**src/rtl/ddr_seq_pkg.sv**
```systemverilog
// ddr_seq_pkg: state encoding and helpers shared by the DDR transaction sequencer
package ddr_seq_pkg;
  typedef enum logic [2:0] {IDLE, PULSE, WAIT_DONE, GAP, FINISH} state_t;
  function automatic int tmr_width(input int a, input int b, input int c);
    int m;
    m = a > b ? a : b;
    m = m > c ? m : c;
    return $clog2(m + 1);
  endfunction
  function automatic logic [31:0] sat_inc(input logic [31:0] v, input int w);
    logic [31:0] top;
    top = w >= 32 ? '1 : (32'd1 << w) - 32'd1;
    return v == top ? v : v + 32'd1;
  endfunction
endpackage

```
**src/rtl/ddr_seq_sat_counter.sv**
```systemverilog
// ddr_seq_sat_counter: clearable event counter that sticks at all-ones
module ddr_seq_sat_counter
  import ddr_seq_pkg::*;
#(
  parameter int WIDTH = 16
) (
  input  logic             clk,
  input  logic             rst_n,
  input  logic             clr,
  input  logic             inc,
  output logic [WIDTH-1:0] count
);
  always_ff @(posedge clk or negedge rst_n)
    if (!rst_n) count <= '0;
    else if (clr) count <= '0;
    else if (inc) count <= WIDTH'(sat_inc(32'(count), WIDTH));
endmodule

```
**src/rtl/ddr_txn_sequencer.sv**
```systemverilog
// ddr_txn_sequencer: drives repeated INIT_AXI_TXN pulses into the DDR AXI master
// and gathers pass/fail/timeout statistics for standalone soak runs.
module ddr_txn_sequencer
  import ddr_seq_pkg::*;
#(
  parameter int ITER_W            = 16,
  parameter int CNT_W             = 16,
  parameter int INIT_PULSE_CYCLES = 2,
  parameter int TIMEOUT_CYCLES    = 1000000,
  parameter int GAP_CYCLES        = 16,
  parameter int STOP_ON_FAIL      = 1
) (
  input  logic              ACLK,
  input  logic              ARESETN,
  input  logic              start,
  input  logic              abort,
  input  logic [ITER_W-1:0] num_iter,
  input  logic              txn_done_i,
  input  logic              txn_error_i,
  output logic              init_axi_txn_o,
  output logic              busy,
  output logic              seq_done,
  output logic              seq_pass,
  output logic [ITER_W-1:0] iter_cnt,
  output logic [CNT_W-1:0]  pass_cnt,
  output logic [CNT_W-1:0]  fail_cnt,
  output logic [CNT_W-1:0]  timeout_cnt,
  output logic [ITER_W-1:0] first_fail_iter
);
  localparam int TMR_W = tmr_width(TIMEOUT_CYCLES, GAP_CYCLES, INIT_PULSE_CYCLES);
  state_t state, state_n;
  logic [TMR_W-1:0] timer, timer_n;
  logic [ITER_W-1:0] num_q;
  logic done_q;
  logic in_wait, rise, tmo, it_end, it_fail, last, accept, run;
  logic [ITER_W-1:0] iter_nx;
  assign in_wait = state == WAIT_DONE;
  // a DONE level left over from an earlier run never counts, only a fresh rise
  assign rise    = in_wait & txn_done_i & ~done_q;
  assign tmo     = in_wait & ~rise & (timer == TMR_W'(TIMEOUT_CYCLES - 1));
  assign it_end  = rise | tmo;
  assign it_fail = (rise & txn_error_i) | tmo;
  assign iter_nx = iter_cnt + 1'b1;
  assign last    = (num_q != '0) && (iter_nx == num_q);
  assign accept  = (state == IDLE) && start;
  assign run     = (state == PULSE) || (state == WAIT_DONE) || (state == GAP);
  always_comb begin
    state_n = state;
    timer_n = timer + 1'b1;
    unique case (state)
      IDLE: begin
        timer_n = '0;
        state_n = start ? PULSE : IDLE;
      end
      PULSE: if (timer == TMR_W'(INIT_PULSE_CYCLES - 1)) begin
        state_n = WAIT_DONE;
        timer_n = '0;
      end
      WAIT_DONE: if (it_end) begin
        state_n = (last || (it_fail && STOP_ON_FAIL != 0)) ? FINISH :
                  (GAP_CYCLES == 0) ? PULSE : GAP;
        timer_n = '0;
      end
      GAP: if (timer == TMR_W'(GAP_CYCLES - 1)) begin
        state_n = PULSE;
        timer_n = '0;
      end
      default: begin
        state_n = IDLE;
        timer_n = '0;
      end
    endcase
    if (run && abort) state_n = FINISH;
  end
  always_ff @(posedge ACLK or negedge ARESETN)
    if (!ARESETN) begin
      state           <= IDLE;
      timer           <= '0;
      done_q          <= 1'b0;
      num_q           <= '0;
      init_axi_txn_o  <= 1'b0;
      busy            <= 1'b0;
      seq_done        <= 1'b0;
      seq_pass        <= 1'b0;
      iter_cnt        <= '0;
      first_fail_iter <= '0;
    end else begin
      state          <= state_n;
      timer          <= timer_n;
      done_q         <= txn_done_i;
      init_axi_txn_o <= state_n == PULSE;
      busy           <= state_n != IDLE;
      if (accept) begin
        num_q           <= num_iter;
        iter_cnt        <= '0;
        first_fail_iter <= '0;
        seq_done        <= 1'b0;
        seq_pass        <= 1'b0;
      end
      if (it_end) iter_cnt <= iter_nx;
      if (it_fail && first_fail_iter == '0) first_fail_iter <= iter_nx;
      if (state == FINISH) begin
        seq_done <= 1'b1;
        seq_pass <= (fail_cnt == '0) && (timeout_cnt == '0);
      end
    end
  ddr_seq_sat_counter #(.WIDTH(CNT_W)) u_pass (
    .clk(ACLK), .rst_n(ARESETN), .clr(accept), .inc(rise & ~txn_error_i), .count(pass_cnt)
  );
  ddr_seq_sat_counter #(.WIDTH(CNT_W)) u_fail (
    .clk(ACLK), .rst_n(ARESETN), .clr(accept), .inc(it_fail), .count(fail_cnt)
  );
  ddr_seq_sat_counter #(.WIDTH(CNT_W)) u_tmo (
    .clk(ACLK), .rst_n(ARESETN), .clr(accept), .inc(tmo), .count(timeout_cnt)
  );
endmodule

```
**config.mk**
```make
export PLATFORM = sky130hd
export DESIGN_NAME = ddr_txn_sequencer
export DESIGN_NICKNAME = d
export VERILOG_FILES = /design/src/rtl/ddr_seq_pkg.sv /design/src/rtl/ddr_seq_sat_counter.sv /design/src/rtl/ddr_txn_sequencer.sv
export SDC_FILE = /design/constraint.sdc
export NUM_CORES = 1
export LEC_CHECK = 0
export BUFFER_PORTS_ARGS = -buffer_cell sky130_fd_sc_hd__buf_4
export CORE_MARGIN = 5
export CORE_UTILIZATION = 57
export CTS_CLUSTER_SIZE = 20
export DETAILED_ROUTE_END_ITERATION = 10
export PLACE_DENSITY = 0.8
export SLEW_MARGIN = 5
export SYNTH_ARGS = -nofsm -noshare
export SYNTH_HDL_FRONTEND = slang
export SYNTH_HIERARCHICAL = 1
export SYNTH_SLANG_ARGS = --single-unit
```
**constraint.sdc**
```tcl
create_clock -name ACLK -period 3.65 [get_ports ACLK]
set_input_delay 0.1825 -clock ACLK [delete_from_list [all_inputs] [get_ports ACLK]]
set_output_delay 0.1825 -clock ACLK [all_outputs]
set_load 0.005 [all_outputs]
```
# Word level (Yosys, flattened, before mapping)
# Index checks and enable logic that the tools add are counted.
# W data, S select, Z words.
dict set report classes {
  bitwise_logic 11
  magnitude_cmp 0
  reduce_logical 23
  n_eq_ne 15
  n_shift 0
  multipliers 0
  n_div 0
  mux 26
  n_addsub 5
}
# operator count
set ops {}
lappend ops {{$mux W16} 12}
lappend ops {{$add A16 B1 Y16 const B} 4}
lappend ops {{$mux W20} 3}
lappend ops {{$pmux W20 S3} 1}
lappend ops {{$eq A16 B16 Y1 const B} 3}
lappend ops {{$logic_not A16 Y1} 3}
lappend ops {{$add A20 B1 Y20 const B} 1}
lappend ops {{$eq A20 B1 Y1 const B} 1}
lappend ops {{$eq A20 B20 Y1 const B} 1}
lappend ops {{$eq A20 B4 Y1 const B} 1}
lappend ops {{$eq A16 B16 Y1} 1}
lappend ops {{$reduce_bool A16 Y1} 1}
lappend ops {{$mux W3} 5}
lappend ops {{$pmux W3 S4} 1}
lappend ops {{$reduce_bool A2 Y1} 6}
lappend ops {{$and A1 B1 Y1} 6}
lappend ops {{$eq A3 B1 Y1 const B} 2}
lappend ops {{$eq A3 B2 Y1 const B} 2}
lappend ops {{$ne A2 B2 Y1 const B} 3}
lappend ops {{$reduce_and A2 Y1} 3}
lappend ops {{$logic_and A1 B1 Y1} 5}
lappend ops {{$mux W1} 4}
lappend ops {{$eq A3 B3 Y1 const B} 1}
lappend ops {{$logic_not A3 Y1} 1}
lappend ops {{other kinds (4)} 9}
dict set report word_totals {
  inputBits 22
  mem_bits_rw 0
  latchBits 0
  n_memories 0
  regBits 124
  word_cells 93
  romBits 0
}

# Longest topological paths before layout
dict set report depth {
  depth_word 13
  mapped_depth 11
  mapped_depth_nobuf 11
}

# Cells and area by module
# The synthesis kept the hierarchy.
# module n_inst area_per_inst_um2 cells_each seq_area_each_um2
set modules_own_cells {}
lappend modules_own_cells {ddr_txn_sequencer 1 4083.9 461 1901.8}
lappend modules_own_cells {ddr_seq_sat_counter 3 904.6 92 400.4}

# Least setup slack after synthesis
# OpenSTA, ideal clock, no wires.
dict set report synth_path {
  kind {register -> register}
  startpoint {register, netlist name timer[0]}
  endpoint {register u_pass.count[15]}
  path_slack_ns 0.930
  period_less_slack_ns 2.720
  setup_time_ns 0.120
  stages_incl_launch_ff 11
  arrival_time_ns 2.600
  path_cell_list {dfrtp_1 > ha_1 > and3_1 > nand4_1 > o21ba_2 > clkbuf_1 > nor2_1 > and4_1 > nand4_1 > or4_1 > o211a_1}
}
# element line
set synth_rtl {}
lappend synth_rtl {{to (signal assigned)} ddr_seq_sat_counter.sv:16} ;# else if (inc) count <= WIDTH'(sat_inc(32'(count), WIDTH));
lappend synth_rtl {{to (decl)} ddr_seq_sat_counter.sv:11} ;# output logic [WIDTH-1:0] count

==> results.yml <==
clock_tree:
  clk_pin_slew_worst_paths_ns: 0.05
  cts_tree: "built"
  cts_htree_levels: 4
  root_buffer: "clkbuf_16"
  cts_setup_buffers: 0
  insertion_delay_ns: 0.42
  cts_buffers: 17
  cts_buffer_depth: 2
  clock-sinks: 124
synthesis:
  ys.warnings.count: 6
  synth_adder_area_share_pct: 1.10
  syn_inst: 737
  synth-simple-area-share_pct: 29.1
  synth_fp_nets: 765
  synth_mux_area_share_pct: 1.60
  synth_seq_cells: 124
  synth-compound-area-share_pct: 13.1
  synth.distinct_cells: 57
  yosysSeqAreaShare_pct: 45.6
  async_flop_share_pct: 100
  synth_ff_type: "dfrtp_1"
  synth_area_per_cell_um2: 9.22
  syn-cell-area_mm2: 0.00680
  synth_top_family_by_area: "simple AND/OR/NAND/NOR gates"
  synth_edf_count: 0
  synth_xor_area_share_pct: 6.72
sta:
  drv_slew: 0
  finalHoldViolations: 0
  grt_setup_unrepaired: "no"
  setup_tns_ns: 0
  fin_crit_sh_pct: 90.1
  fin_skew_ns: 0.00769
  relSlewSlack_pct: 41.3
  fin_crit_ns: 3.29
  clock.fmax_mhz: 304
  setup_violations: 0
  tightest_slew_ns: 0.877
power_and_ir_drop:
  p_comb_share_pct: 21.8
  p_sw_share_pct: 31.2
  p_sw_w: 0.00131
  p_per_area_mw_per_mm2: 499
  ir_worst_vdd_mv: 0.485
  power.internal_w: 0.00289
  p_leak_nw: 3.76
  p_clk_share_pct: 36.8
  seqPwrFrac_pct: 41.4
route:
  vias: 6347
  wl_um: 18900
  ant_nets: 0
  firstDrtPassIters: 5
  drc: 0
  drt_iter0_markers: 635
  vias_per_cell: 6.27
  wl_per_cell_um: 18.7
floorplan:
  start_util_pct: 58.8
  die_area_mm2: 0.0142
  rows: 39
  core-area_mm2: 0.0116
  die_y_um: 119
  io_pins: 106
  dieWidth_um: 119
hold_path:
  hold_path_class: "in -> reg"
place:
  numPortBuffers: 105
  gp_congestion: 0.900
  post-dp-hpwl_um: 13000
  placed_area_mm2: 0.00771
finish:
  fin_util_pct: 72.8
  finalInstanceArea_mm2: 0.00842
  drive_gt1_share_pct: 18.0
  antenna_cells: 0
  layout.nets: 889
  mostFrequentLayoutCells: "124 x dfrtp_1, 114 x nand2_1, 112 x buf_4"
  area_growth_pct: 23.9
  fillers: 859
  mostFrequentLayoutCell: "dfrtp_1"
critical_path:
  worstPathCellList: "ha_1, and3_1, nand4_1, nor2_1, a21oi_1, inv_1, nor2_1, and4_1, nand4_1, or4_1, o211a_1"
  crit_required_ns: 3.95
  cpPeakStageDelay_ns: 0.54
  arrival_ns: 3.59
  worst-path-buf-inv: 1
  critPathTopFamily: "simple AND/OR/NAND/NOR gates"
  cp_max_fo: 9
  crit_slowest_cell: "or4_1"
  worstSetupEndpointType: "flip-flop"
  critPathKind: "reg -> reg"
  cp-start-kind: "flip-flop"
global_route:
  antenna_found_initial: 0
  first_global_vias: 6173
  grt_max_degree: 61
  grt_pass1_wl_um: 31500
  grtUsageTotal_pct: 27.3
  overflow: 0
outcome:
  status: "finished clean"
job:
  maxCapViolCount: 0
==> logic make-up after synthesis <==
family / count (synthesis)
XOR/XNOR: 49
buffers and inverters: 46
multiplexers: 9
AND/OR/NAND/NOR: 358
adder cells (fa/ha/maj): 6
AO/OA/AOI/OAI: 145
flip-flops: 124
==> cell usage after synthesis (6+ instances only) <==
| master | instances | area [µm²] |
|---|---|---|
| and2_1 | 6 | 37.5 |
| ha_1 | 6 | 75.1 |
| inv_1 | 20 | 75.1 |
| nor2_1 | 59 | 221 |
| dfrtp_1 | 124 | 3100 |
| or3_1 | 12 | 75.1 |
| nor3_1 | 13 | 65.1 |
| xnor2_1 | 33 | 289 |
| and4_1 | 15 | 131 |
| and3_1 | 11 | 68.8 |
| or4_1 | 19 | 143 |
| nor4_1 | 25 | 156 |
| nor2b_1 | 8 | 50.1 |
| a21oi_1 | 38 | 190 |
| nand2_1 | 114 | 428 |
| xor2_1 | 14 | 123 |
| nand4_1 | 26 | 163 |
| nand3_1 | 26 | 130 |
| o21ai_0 | 56 | 280 |
| clkbuf_1 | 22 | 82.6 |
| o31ai_1 | 19 | 143 |
==> layer usage <==
metal	GRT usage [%]	part of all wire [%]
met1	36.0	41
met2	43.3	49
met3	7.20	7.0
met4	10.5	2.2
met5	0	0
==> timing repair <==
item	in CTS	in global routing
setup endpoints to repair	0	0
hold endpoints to repair	75	0
hold buffers	18	0
gates resized for setup	0	0
==> final timing paths <==
check	startpoint	to	slack [ns]	cells after the start
min	abort	state[2]	0.1	2
max reg2reg	timer[0]	u_pass/count[15]	0.36	11
max	timer[0]	u_pass/count[15]	0.36	11
min in group asynchronous	ARESETN	num_q[10]	0.39	2
max in group asynchronous	ARESETN	u_fail/count[6]	2.22	3
min reg2reg	first_fail_iter[12]	first_fail_iter[12]	0.52	2
==> metrics by stage <==
stage	total power [W]	std cells	hold slack (ns)	setup slack, ns
final	0.00420	1013	0.0992	0.363
after global routing	0.00441	1013	0.0995	0.162
after CTS	0.00421	1013	0.0769	0.388
after detailed placement	0.00263	967	0.303	0.505
after global placement	0.00260	967	0.292	0.690
after floorplan	0.00229	737	-0.113	0.930
==> layout make-up <==
cell class	instances	area (µm²)	area share, %
clock inverters	2	35.0	0.416
clock buffers	26	499	5.93
repair buffers	130	1020	12.1
flip-flops and latches	124	3100	36.8
inverters	21	78.8	0.936
well taps	143	179	2.12
multi-input cells	567	3510	41.6
==> power by group through the flow <==
stage          Combinational, W  Sequential [W]  Clock (W)
2_1_floorplan          0.000603         0.00169          0
3_3_place_gp           0.000854         0.00174          0
3_5_place_dp           0.000889         0.00175          0
4_1_cts                0.000913         0.00173    0.00157
5_1_grt                 0.00102         0.00176    0.00163
6_report               0.000918         0.00174    0.00155
==> state kept, by name, indices dropped and copies added (netlist names) <==
signal / cells
u_tmo/count: 16
u_pass/count: 16
seq_pass: 1
iter_cnt: 16
u_fail/count: 16
first_fail_iter: 16
state: 3
timer: 20
num_q: 16
init_axi_txn_o: 1
busy: 1
done_q: 1
seq_done: 1
Note: power is estimated with default switching activity, not from simulation.
